[src/rtl/branch_predictor_pkg.sv]
// branch_predictor_pkg: counter encodings and saturating-counter helper shared by the predictor
package branch_predictor_pkg;
  typedef enum logic [1:0] {
    CTR_SNT = 2'b00,
    CTR_WNT = 2'b01,
    CTR_WT  = 2'b10,
    CTR_ST  = 2'b11
  } ctr_e;
  localparam ctr_e CTR_RESET = CTR_WNT;
  function automatic logic [1:0] sat_ctr_next(input logic [1:0] ctr, input logic taken);
    return taken ? ((ctr == CTR_ST) ? ctr : ctr + 2'd1) : ((ctr == CTR_SNT) ? ctr : ctr - 2'd1);
  endfunction
endpackage

[src/rtl/branch_predictor_if.sv]
// branch_predictor_if: fetch lookup and resolver feedback bundle
interface branch_predictor_if #(parameter int DATA_WIDTH = 32);
  logic [DATA_WIDTH-1:0] fetch_pc_in;
  logic                  pred_out;
  logic [DATA_WIDTH-1:0] pred_target_out;
  logic                  feedback_in;
  logic [DATA_WIDTH-1:0] update_pc_in;
  logic                  taken_in;
  logic [DATA_WIDTH-1:0] update_target_in;
  logic                  mispredict_in;
  logic [15:0]           mispredict_count_out;
  modport master (
    output fetch_pc_in, feedback_in, update_pc_in, taken_in, update_target_in, mispredict_in,
    input  pred_out, pred_target_out, mispredict_count_out
  );
  modport slave (
    input  fetch_pc_in, feedback_in, update_pc_in, taken_in, update_target_in, mispredict_in,
    output pred_out, pred_target_out, mispredict_count_out
  );
endinterface

[src/rtl/bp_entry_table.sv]
// bp_entry_table: direction counters plus direct-mapped target buffer, async read, one sync write
module bp_entry_table
  import branch_predictor_pkg::*;
#(
  parameter int IDX_BITS   = 4,
  parameter int TAG_BITS   = 26,
  parameter int DATA_WIDTH = 32
) (
  input  logic                  clk_in,
  input  logic                  rst_n_in,
  input  logic [IDX_BITS-1:0]   rd_idx,
  output logic                  rd_valid,
  output logic [TAG_BITS-1:0]   rd_tag,
  output logic [DATA_WIDTH-1:0] rd_target,
  output logic [1:0]            rd_ctr,
  input  logic                  wr_en,
  input  logic [IDX_BITS-1:0]   wr_idx,
  input  logic                  wr_taken,
  input  logic [TAG_BITS-1:0]   wr_tag,
  input  logic [DATA_WIDTH-1:0] wr_target
);
  localparam int ENTRIES = 1 << IDX_BITS;
  logic [ENTRIES-1:0]    valid;
  logic [TAG_BITS-1:0]   tag    [ENTRIES];
  logic [DATA_WIDTH-1:0] target [ENTRIES];
  logic [1:0]            ctr    [ENTRIES];
  assign rd_valid  = valid[rd_idx];
  assign rd_tag    = tag[rd_idx];
  assign rd_target = target[rd_idx];
  assign rd_ctr    = ctr[rd_idx];
  // Counters train on every outcome regardless of tag; only taken outcomes allocate.
  always_ff @(posedge clk_in or negedge rst_n_in) begin
    if (!rst_n_in) begin
      for (int i = 0; i < ENTRIES; i++) begin
        valid[i]  <= 1'b0;
        tag[i]    <= '0;
        target[i] <= '0;
        ctr[i]    <= CTR_RESET;
      end
    end else if (wr_en) begin
      ctr[wr_idx] <= sat_ctr_next(ctr[wr_idx], wr_taken);
      if (wr_taken) begin
        valid[wr_idx]  <= 1'b1;
        tag[wr_idx]    <= wr_tag;
        target[wr_idx] <= wr_target;
      end
    end
  end
endmodule

[src/rtl/branch_predictor.sv]
// branch_predictor: fetch-side 2-bit predictor with target buffer, registered training and mispredict stats
module branch_predictor
  import branch_predictor_pkg::*;
#(
  parameter int DATA_WIDTH = 32,
  parameter int IDX_BITS   = 4
) (
  input logic clk_in,
  input logic rst_n_in,
  branch_predictor_if.slave bp
);
  localparam int TAG_BITS = DATA_WIDTH - IDX_BITS - 2;
  logic                  upd_valid;
  logic                  upd_taken;
  logic                  upd_mispredict;
  logic [DATA_WIDTH-1:0] upd_pc;
  logic [DATA_WIDTH-1:0] upd_target;
  logic [15:0]           mis_cnt;
  logic                  rd_valid;
  logic [TAG_BITS-1:0]   rd_tag;
  logic [DATA_WIDTH-1:0] rd_target;
  logic [1:0]            rd_ctr;
  // Payload only loads on a strobe so idle-cycle X on the update bus never reaches the table.
  always_ff @(posedge clk_in or negedge rst_n_in) begin
    if (!rst_n_in) begin
      upd_valid      <= 1'b0;
      upd_taken      <= 1'b0;
      upd_mispredict <= 1'b0;
      upd_pc         <= '0;
      upd_target     <= '0;
      mis_cnt        <= '0;
    end else begin
      upd_valid <= bp.feedback_in;
      if (bp.feedback_in) begin
        upd_taken      <= bp.taken_in;
        upd_mispredict <= bp.mispredict_in;
        upd_pc         <= bp.update_pc_in;
        upd_target     <= bp.update_target_in;
      end
      if (upd_valid && upd_mispredict && mis_cnt != 16'hFFFF)
        mis_cnt <= mis_cnt + 16'd1;
    end
  end
  bp_entry_table #(
    .IDX_BITS  (IDX_BITS),
    .TAG_BITS  (TAG_BITS),
    .DATA_WIDTH(DATA_WIDTH)
  ) u_table (
    .clk_in   (clk_in),
    .rst_n_in (rst_n_in),
    .rd_idx   (bp.fetch_pc_in[IDX_BITS+1:2]),
    .rd_valid (rd_valid),
    .rd_tag   (rd_tag),
    .rd_target(rd_target),
    .rd_ctr   (rd_ctr),
    .wr_en    (upd_valid),
    .wr_idx   (upd_pc[IDX_BITS+1:2]),
    .wr_taken (upd_taken),
    .wr_tag   (upd_pc[DATA_WIDTH-1:IDX_BITS+2]),
    .wr_target(upd_target)
  );
  assign bp.pred_out             = rd_valid && rd_tag == bp.fetch_pc_in[DATA_WIDTH-1:IDX_BITS+2] && rd_ctr[1];
  assign bp.pred_target_out      = bp.pred_out ? rd_target : '0;
  assign bp.mispredict_count_out = mis_cnt;
endmodule
[src/flat_wrapper.sv]
// flat-port wrapper written by rule: the top's interface ports become plain ports
module branch_predictor_flat import branch_predictor_pkg::*;
#(
  parameter int DATA_WIDTH = 32,
  parameter int IDX_BITS   = 4
)
  (clk_in, rst_n_in, bp_fetch_pc_in, bp_feedback_in, bp_update_pc_in, bp_taken_in, bp_update_target_in, bp_mispredict_in, bp_pred_out, bp_pred_target_out, bp_mispredict_count_out);
  branch_predictor_if #(.DATA_WIDTH(DATA_WIDTH)) bp_i ();
  input logic clk_in;
  input logic rst_n_in;
  input wire logic [$bits(bp_i.fetch_pc_in)-1:0] bp_fetch_pc_in;
  input wire logic [$bits(bp_i.feedback_in)-1:0] bp_feedback_in;
  input wire logic [$bits(bp_i.update_pc_in)-1:0] bp_update_pc_in;
  input wire logic [$bits(bp_i.taken_in)-1:0] bp_taken_in;
  input wire logic [$bits(bp_i.update_target_in)-1:0] bp_update_target_in;
  input wire logic [$bits(bp_i.mispredict_in)-1:0] bp_mispredict_in;
  output wire logic [$bits(bp_i.pred_out)-1:0] bp_pred_out;
  output wire logic [$bits(bp_i.pred_target_out)-1:0] bp_pred_target_out;
  output wire logic [$bits(bp_i.mispredict_count_out)-1:0] bp_mispredict_count_out;
  assign bp_i.fetch_pc_in = bp_fetch_pc_in;
  assign bp_i.feedback_in = bp_feedback_in;
  assign bp_i.update_pc_in = bp_update_pc_in;
  assign bp_i.taken_in = bp_taken_in;
  assign bp_i.update_target_in = bp_update_target_in;
  assign bp_i.mispredict_in = bp_mispredict_in;
  assign bp_pred_out = bp_i.pred_out;
  assign bp_pred_target_out = bp_i.pred_target_out;
  assign bp_mispredict_count_out = bp_i.mispredict_count_out;
  branch_predictor #(.DATA_WIDTH(DATA_WIDTH), .IDX_BITS(IDX_BITS)) u_core (.clk_in(clk_in), .rst_n_in(rst_n_in), .bp(bp_i));
endmodule
[config.mk]
export PLATFORM = sky130hd
export DESIGN_NAME = branch_predictor_flat
export DESIGN_NICKNAME = d
export VERILOG_FILES = /design/src/rtl/branch_predictor_pkg.sv /design/src/rtl/branch_predictor_if.sv /design/src/rtl/bp_entry_table.sv /design/src/rtl/branch_predictor.sv /design/src/flat_wrapper.sv
export SDC_FILE = /design/constraint.sdc
export NUM_CORES = 1
export LEC_CHECK = 0
export BUFFER_PORTS_ARGS = -buffer_cell sky130_fd_sc_hd__buf_2
export CAP_MARGIN = 40
export CORE_MARGIN = 2
export CORE_UTILIZATION = 46
export DETAILED_ROUTE_END_ITERATION = 8
export PLACE_DENSITY = 0.62
export SLEW_MARGIN = 20
export SYNTH_ARGS = -nofsm -noshare
export SYNTH_HDL_FRONTEND = slang
export SYNTH_SLANG_ARGS = --single-unit
[constraint.sdc]
create_clock -name clk_in -period 4.22 [get_ports clk_in]
set_input_delay 0.633 -clock clk_in [delete_from_list [all_inputs] [get_ports clk_in]]
set_output_delay 0.633 -clock clk_in [all_outputs]
set_load 0.005 [all_outputs]
* Word level (Yosys, flattened, before mapping) *
Index checks and enable logic that the tools add are counted.

cells by class
  add/subtract/negate cells = 3
  equal/unequal tests = 3
  reduce and logical (&&, ||, !) cells = 8
  mux-type cells = 29
  order comparisons = 6
  bitwise operators = 3

operator list
  cell                     number
  $bwmux W512              1
  $bwmux W416              1
  $bmux W32 S4             1
  $demux W32 S4            1
  $mux W32                 4
  $bmux W26 S4             1
  $demux W26 S4            1
  $mux W26                 3
  $bwmux W32               1
  $eq A26 B26 Y1           1
  $add A16 B1 Y16 const B  1
  $bmux W2 S4              2
  $mux W2                  8
  $ne A16 B16 Y1 const B   1
  $or A16 B16 Y16          1
  $ge A5 B5 Y1 const B     2
  $lt A4 B5 Y1 const B     2
  $not A4 Y5               2
  $demux W2 S4             1
  $logic_and A1 B1 Y1      6
  $lt A5 B1 Y1 const B     1
  $bmux W1 S4              1
  $demux W1 S4             1
  $ge A4 B1 Y1 const B     1
  6 further kinds          7

storage, ports and cells
  logic and storage cells = 107
  register bits after elaboration = 1059
  input port bits = 101
  output and inout port bits = 49

* Longest topological paths before layout *
  word-level depth = 8
  gate-level depth with buffers = 13
  depth with buffers taken out = 7

* Modules after synthesis *
A second synthesis with hierarchy kept.

second synthesis, totals
  cells, all modules = 2889
  area, all modules = 47788.3 um^2

modules (own cells, without submodules)
  module            instances  cells an instance  area each (um^2)
  bp_entry_table    1          2550               43624.3
  branch_predictor  1          339                4164.0

* Least setup slack after synthesis *
Ideal clock, no wire load.

  kind = in2out
  from = input port bp_fetch_pc_in[4]
  to = output port bp_pred_target_out[0]
  stages = 10
  arrival time = 3.095 ns
  setup slack = 0.492 ns
  required time = 3.587 ns
  path through = buf_6 buf_6 buf_2 buf_2 buf_2 buf_2 buf_1 mux4_2 mux4_2 and3_1

on the way
  longest elaborated chain between the ends = 8
  elaborated cells on any way between the ends = 16
  those cells by class = 1 x eq/ne; 12 x mux; 1 x bitwise; 2 x reduce/logical

RTL lines
  element                                       line                                                              source
  start, declared                               flat_wrapper.sv:11                                                input wire logic [$bits(bp_i.fetch_pc_in)-1:0] bp_fetch_pc_in;
  $not A4 Y5 (not written as such)              bp_entry_table.sv:28, bp_entry_table.sv:29, bp_entry_table.sv:30
  $bmux W26 S4                                  bp_entry_table.sv:28                                              assign rd_tag = tag[rd_idx];
  $mux W26 (not written as such) (2 in series)  bp_entry_table.sv:28
  $eq A26 B26 Y1                                branch_predictor.sv:62                                            assign bp.pred_out = rd_valid && rd_tag == bp.fetch_pc_in[DATA_WIDTH-1:IDX_BITS+2] && rd_ctr[1];
  $logic_and A1 B1 Y1 (2 in series)             branch_predictor.sv:62
  $mux W32 (*)                                  branch_predictor.sv:63                                            assign bp.pred_target_out = bp.pred_out ? rd_target : '0;
  end, declared                                 flat_wrapper.sv:18                                                output wire logic [$bits(bp_i.pred_target_out)-1:0] bp_pred_target_out;

Every way passes the cells marked *; elsewhere a longest branch is shown, timed or not. The select of a mux whose other input is x is not followed.

* Final worst setup path *
  from = register u_core.u_table.tag[54] in the netlist's numbering
  to = output port bp_pred_target_out[4]

on the way
  longest elaborated chain between the ends = 7

RTL lines
  element                                       line                    source
  start, declared                               bp_entry_table.sv:24    logic [TAG_BITS-1:0] tag [ENTRIES];
  start signal, assigned by index               bp_entry_table.sv:44    tag[wr_idx] <= wr_tag;
  $bmux W26 S4                                  bp_entry_table.sv:28
  $mux W26 (not written as such) (2 in series)  bp_entry_table.sv:28
  $eq A26 B26 Y1                                branch_predictor.sv:62
  $logic_and A1 B1 Y1 (2 in series)             branch_predictor.sv:62
  $mux W32                                      branch_predictor.sv:63

Every way passes these cells. The select of a mux whose other input is x is not followed.

==> impl_results.md <==
* #FFs+latches synth at 1057
* First-pass GRT wire length at 187 mm
* Initial Utilization at 46.5%
* Post-synth ARST share at 100%
* Worst reg-to-reg setup slack at 1270 ps
* Global routing's busiest layer: met2
* R2R depth at 5
* Power per Cell Area at 585 nW/um^2
* Reg2reg end: u_core.u_table.ctr[27]
* Worst slew pin tran at 1010 ps
* Nets@finish at 3155
* Final Hold Fails at 0
* Final Skew at 25.0 ps
* CP max stage cell: mux4_2
* Number of port buffers at 145
* Slew Viols, Final at 0
* CTS tree: yes
* DP HPWL at 70.7 mm
* Drt pass-1 iters at 5
* Vias in the first global route at 29.5k
* Data required time of the worst path at 3590 ps
* ANT nets after route at 0
* Top FF cell, synth: dfrtp_1
* P_leak at 24.9 nW
* Final setup violation count at 33
* Share of cells above drive strength 1 at 56.6%
* I/O Pins at 150
* Max Cap Viol at 0
* Via count at 26.4k
* Die Ht at 325 um
* Clock share of power at 31.2%
* Unique masters post-synth at 53
* Final period utilization at 105%
* Routed Wire Length at 121 mm
* Startpoint Class: register
* Comb power frac at 20.3%
* Largest net degree at the start of global routing at 113
* CP max stage delay at 500 ps
* Wire per inst at 26.9 um
* Yosys top cell by area: dfrtp_1
* Clk root buf: clkbuf_16
* Fmax at 225 MHz
* Residual DRC at 0
* Synth warn at 0
* Critical path, cell by cell: mux4_2 > mux4_2 > xnor2_2 > nand4b_1 > a2111oi_4 > nor4b_4 > buf_6 > buf_8 > clkbuf_16 > and3_4 > buf_6
* Met1 usage at 32.2%
* Worst Path Arrival at 3820 ps
* Gp weighted congestion at 0.757
* Grt met3 use at 2.93%
* Skew-Pair Late Insertion Delay at 680 ps
* Clock slew at reported path FFs at 60 ps
* Sw Pwr at 8.10 mW
* Sequential share of power at 48.5%
* Clk buf depth at 3
* Critical path class: register to output port
* Post-synth top area share at 54.9%
* Switch share at 25.6%
* Overall power at 31.7 mW
* Hold Crit Class: primary input to asynchronous set/reset pin
* RSZ-0062 raised after global routing: yes
* CP Max Fanout at 8
* Net count after synthesis at 3032
* Initial DRC Count at 1629
* Status: complete, but fails checks
* Die area at 106000 sq um
* Setup crit end kind: output port
* Final worst path period need at 4450 ps
* Global routing met2 resource utilization at 39.2%
* Total GRT Usage at 23.3%
* Failing checks: negative setup slack
* Cts bufs inserted at 112
* Initial antenna violation count at 4
* Final core occ at 53.1%
* Synth Cell Area at 47500 sq um
* Rel. slew slack at 32.6%
* Post-synth EDFFs at 0
* Cells after Synth at 2930
* Syn Area/Cell at 16.2 sq um
* Top cells by area, synth: dfrtp_1 55%, mux2_2 24%, mux4_2 13%, mux2i_1 1.1%, dfstp_2 0.89%
* Core Region at 102000 sq um
* Internal power at 23.6 mW
* P&R area growth vs syn at 14.1%
* Seq/Total Area, Yosys at 55.8%
* Die Wd at 325 um
* Hold WS at 6.74 ps
* Worst VDD drop at 323 uV
* R2R Path Start: u_core.upd_pc[2]
* Num rows at 117
* Post-CTS Hold Fix Bufs at 0
* Sinks on Clock Net at 1057
* Drt via density at 5.85
* Post-Place Worst Slack at -178 ps
* Setup ws final at -231 ps
* Gr ovfl total at 0
* CTS H-tree depth at 3
## cell type report
class / count / area, sq um
fillers: 8225 / 47900
well taps: 1368 / 1710
clock inverters: 31 / 337
diodes: 1 / 2.50
flip-flops and latches: 1057 / 26500
multi-input cells: 1619 / 20100
clock buffers: 173 / 3380
repair buffers: 258 / 2150
inverters: 5 / 21.3
## how the worst max path moves through the flow
stage / from / to / cells past startpoint
CTS: u_core.u_table.tag[2] / bp_pred_target_out[0] / 11
floorplan: bp_fetch_pc_in[4] / bp_pred_target_out[0] / 10
global placement: bp_fetch_pc_in[4] / bp_pred_target_out[26] / 10
finish: u_core.u_table.tag[54] / bp_pred_target_out[4] / 11
global route: u_core.u_table.tag[54] / bp_pred_target_out[0] / 11
detailed placement: bp_fetch_pc_in[4] / bp_pred_target_out[0] / 10
## what timing repair did
item                                    CTS  global route
buffers inserted                          3             0
pin swaps                                 2             0
endpoints found under the setup margin   33            33
resized for setup                         8             6
cloned                                    2             2
## per-stage QoR
stage / cells / cell area, sq um / setup TNS [ps]
final: 4512 / 54100 / -6530
after floorplan: 2930 / 47500 / 0
after global routing: 4511 / 54100 / -11480
after global placement: 4298 / 50200 / -4170
after CTS: 4508 / 54000 / -8910
after detailed placement: 4299 / 50200 / -4820
## layer usage
layer  vias to the layer above  part of all wire [%]
met5                         -                     0
met4                         0                   2.1
met3                       164                   3.3
met2                       505                    50
met1                     14500                    44
li1                      11200                     -
## flip-flops by register name, indices dropped and copies added, names as in the netlist, 16 cells and up
signal and flops:
u_core.upd_target 32, u_core.u_table.valid 16, u_core.bp.mispredict_count_out 16, u_core.upd_pc 30, u_core.u_table.ctr 32, u_core.u_table.tag 416
u_core.u_table.target 512
## power by group through the flow
stage / Clock (mW) / Combinational (mW) / Sequential (mW)
finish: 9.88 / 6.43 / 15.4
floorplan: 0 / 5.26 / 14.7
CTS: 10.1 / 6.51 / 15.3
global route: 10.6 / 6.96 / 15.8
detailed placement: 0 / 6.48 / 15.5
global placement: 0 / 6.21 / 15.2
## cells in the final DEF (no fill, tap or decap), drive strengths merged, types with 3 or more instances in the layout
master / n
dfrtp: 1041
mux2: 1029
mux4: 272
buf: 256
clkbuf: 175
mux2i: 51
and3: 45
nand2: 44
xnor2: 38
nand2b: 22
nor2: 21
clkinv: 19
nand3: 18
dfstp: 16
xor2: 9
inv: 9
o21ai: 8
nor3: 6
bufinv: 6
and2: 5
nand3b: 5
nor2b: 4
nor4: 4
nand4: 3
o22ai: 3
a2111oi: 3
## logic make-up after synthesis
| logic type | Yosys count | share of synthesized area (%) |
|---|---|---|
| multiplexers | 1352 | 38.4 |
| buffers and inverters | 254 | 2.27 |
| adder cells (fa/ha/maj) | 3 | 0.0685 |
| XOR/XNOR | 47 | 0.867 |
| AO/OA/AOI/OAI | 32 | 0.488 |
| AND/OR/NAND/NOR | 185 | 2.12 |
| flip-flops | 1057 | 55.8 |
## synth_stat cells, drive strengths merged (2+ instances only)
| library cell | count |
|---|---|
| dfrtp | 1041 |
| mux2 | 1029 |
| mux4 | 272 |
| buf | 153 |
| clkbuf | 96 |
| mux2i | 51 |
| and3 | 45 |
| nand2 | 44 |
| xnor2 | 38 |
| nand2b | 22 |
| nor2 | 21 |
| nand3 | 18 |
| dfstp | 16 |
| xor2 | 9 |
| o21ai | 8 |
| nor3 | 6 |
| and2 | 5 |
| inv | 5 |
| nand3b | 5 |
| nor2b | 4 |
| nor4 | 4 |
| a2111oi | 3 |
| nand4 | 3 |
| o22ai | 3 |
| a211oi | 2 |
| a22oi | 2 |
| a31oi | 2 |
| maj3 | 2 |
| o2111ai | 2 |
| o221ai | 2 |
| o31ai | 2 |
| or3b | 2 |
## worst max-delay path: cells and delay by family, from the launching register on
kind | cells | cell delay, ps
flip-flops | 1 | 380
buffers and inverters | 4 | 560
multiplexers | 2 | 970
XOR/XNOR | 1 | 150
AO/OA/AOI/OAI | 1 | 340
AND/OR/NAND/NOR | 3 | 750
(Power assumes the default switching activity.)
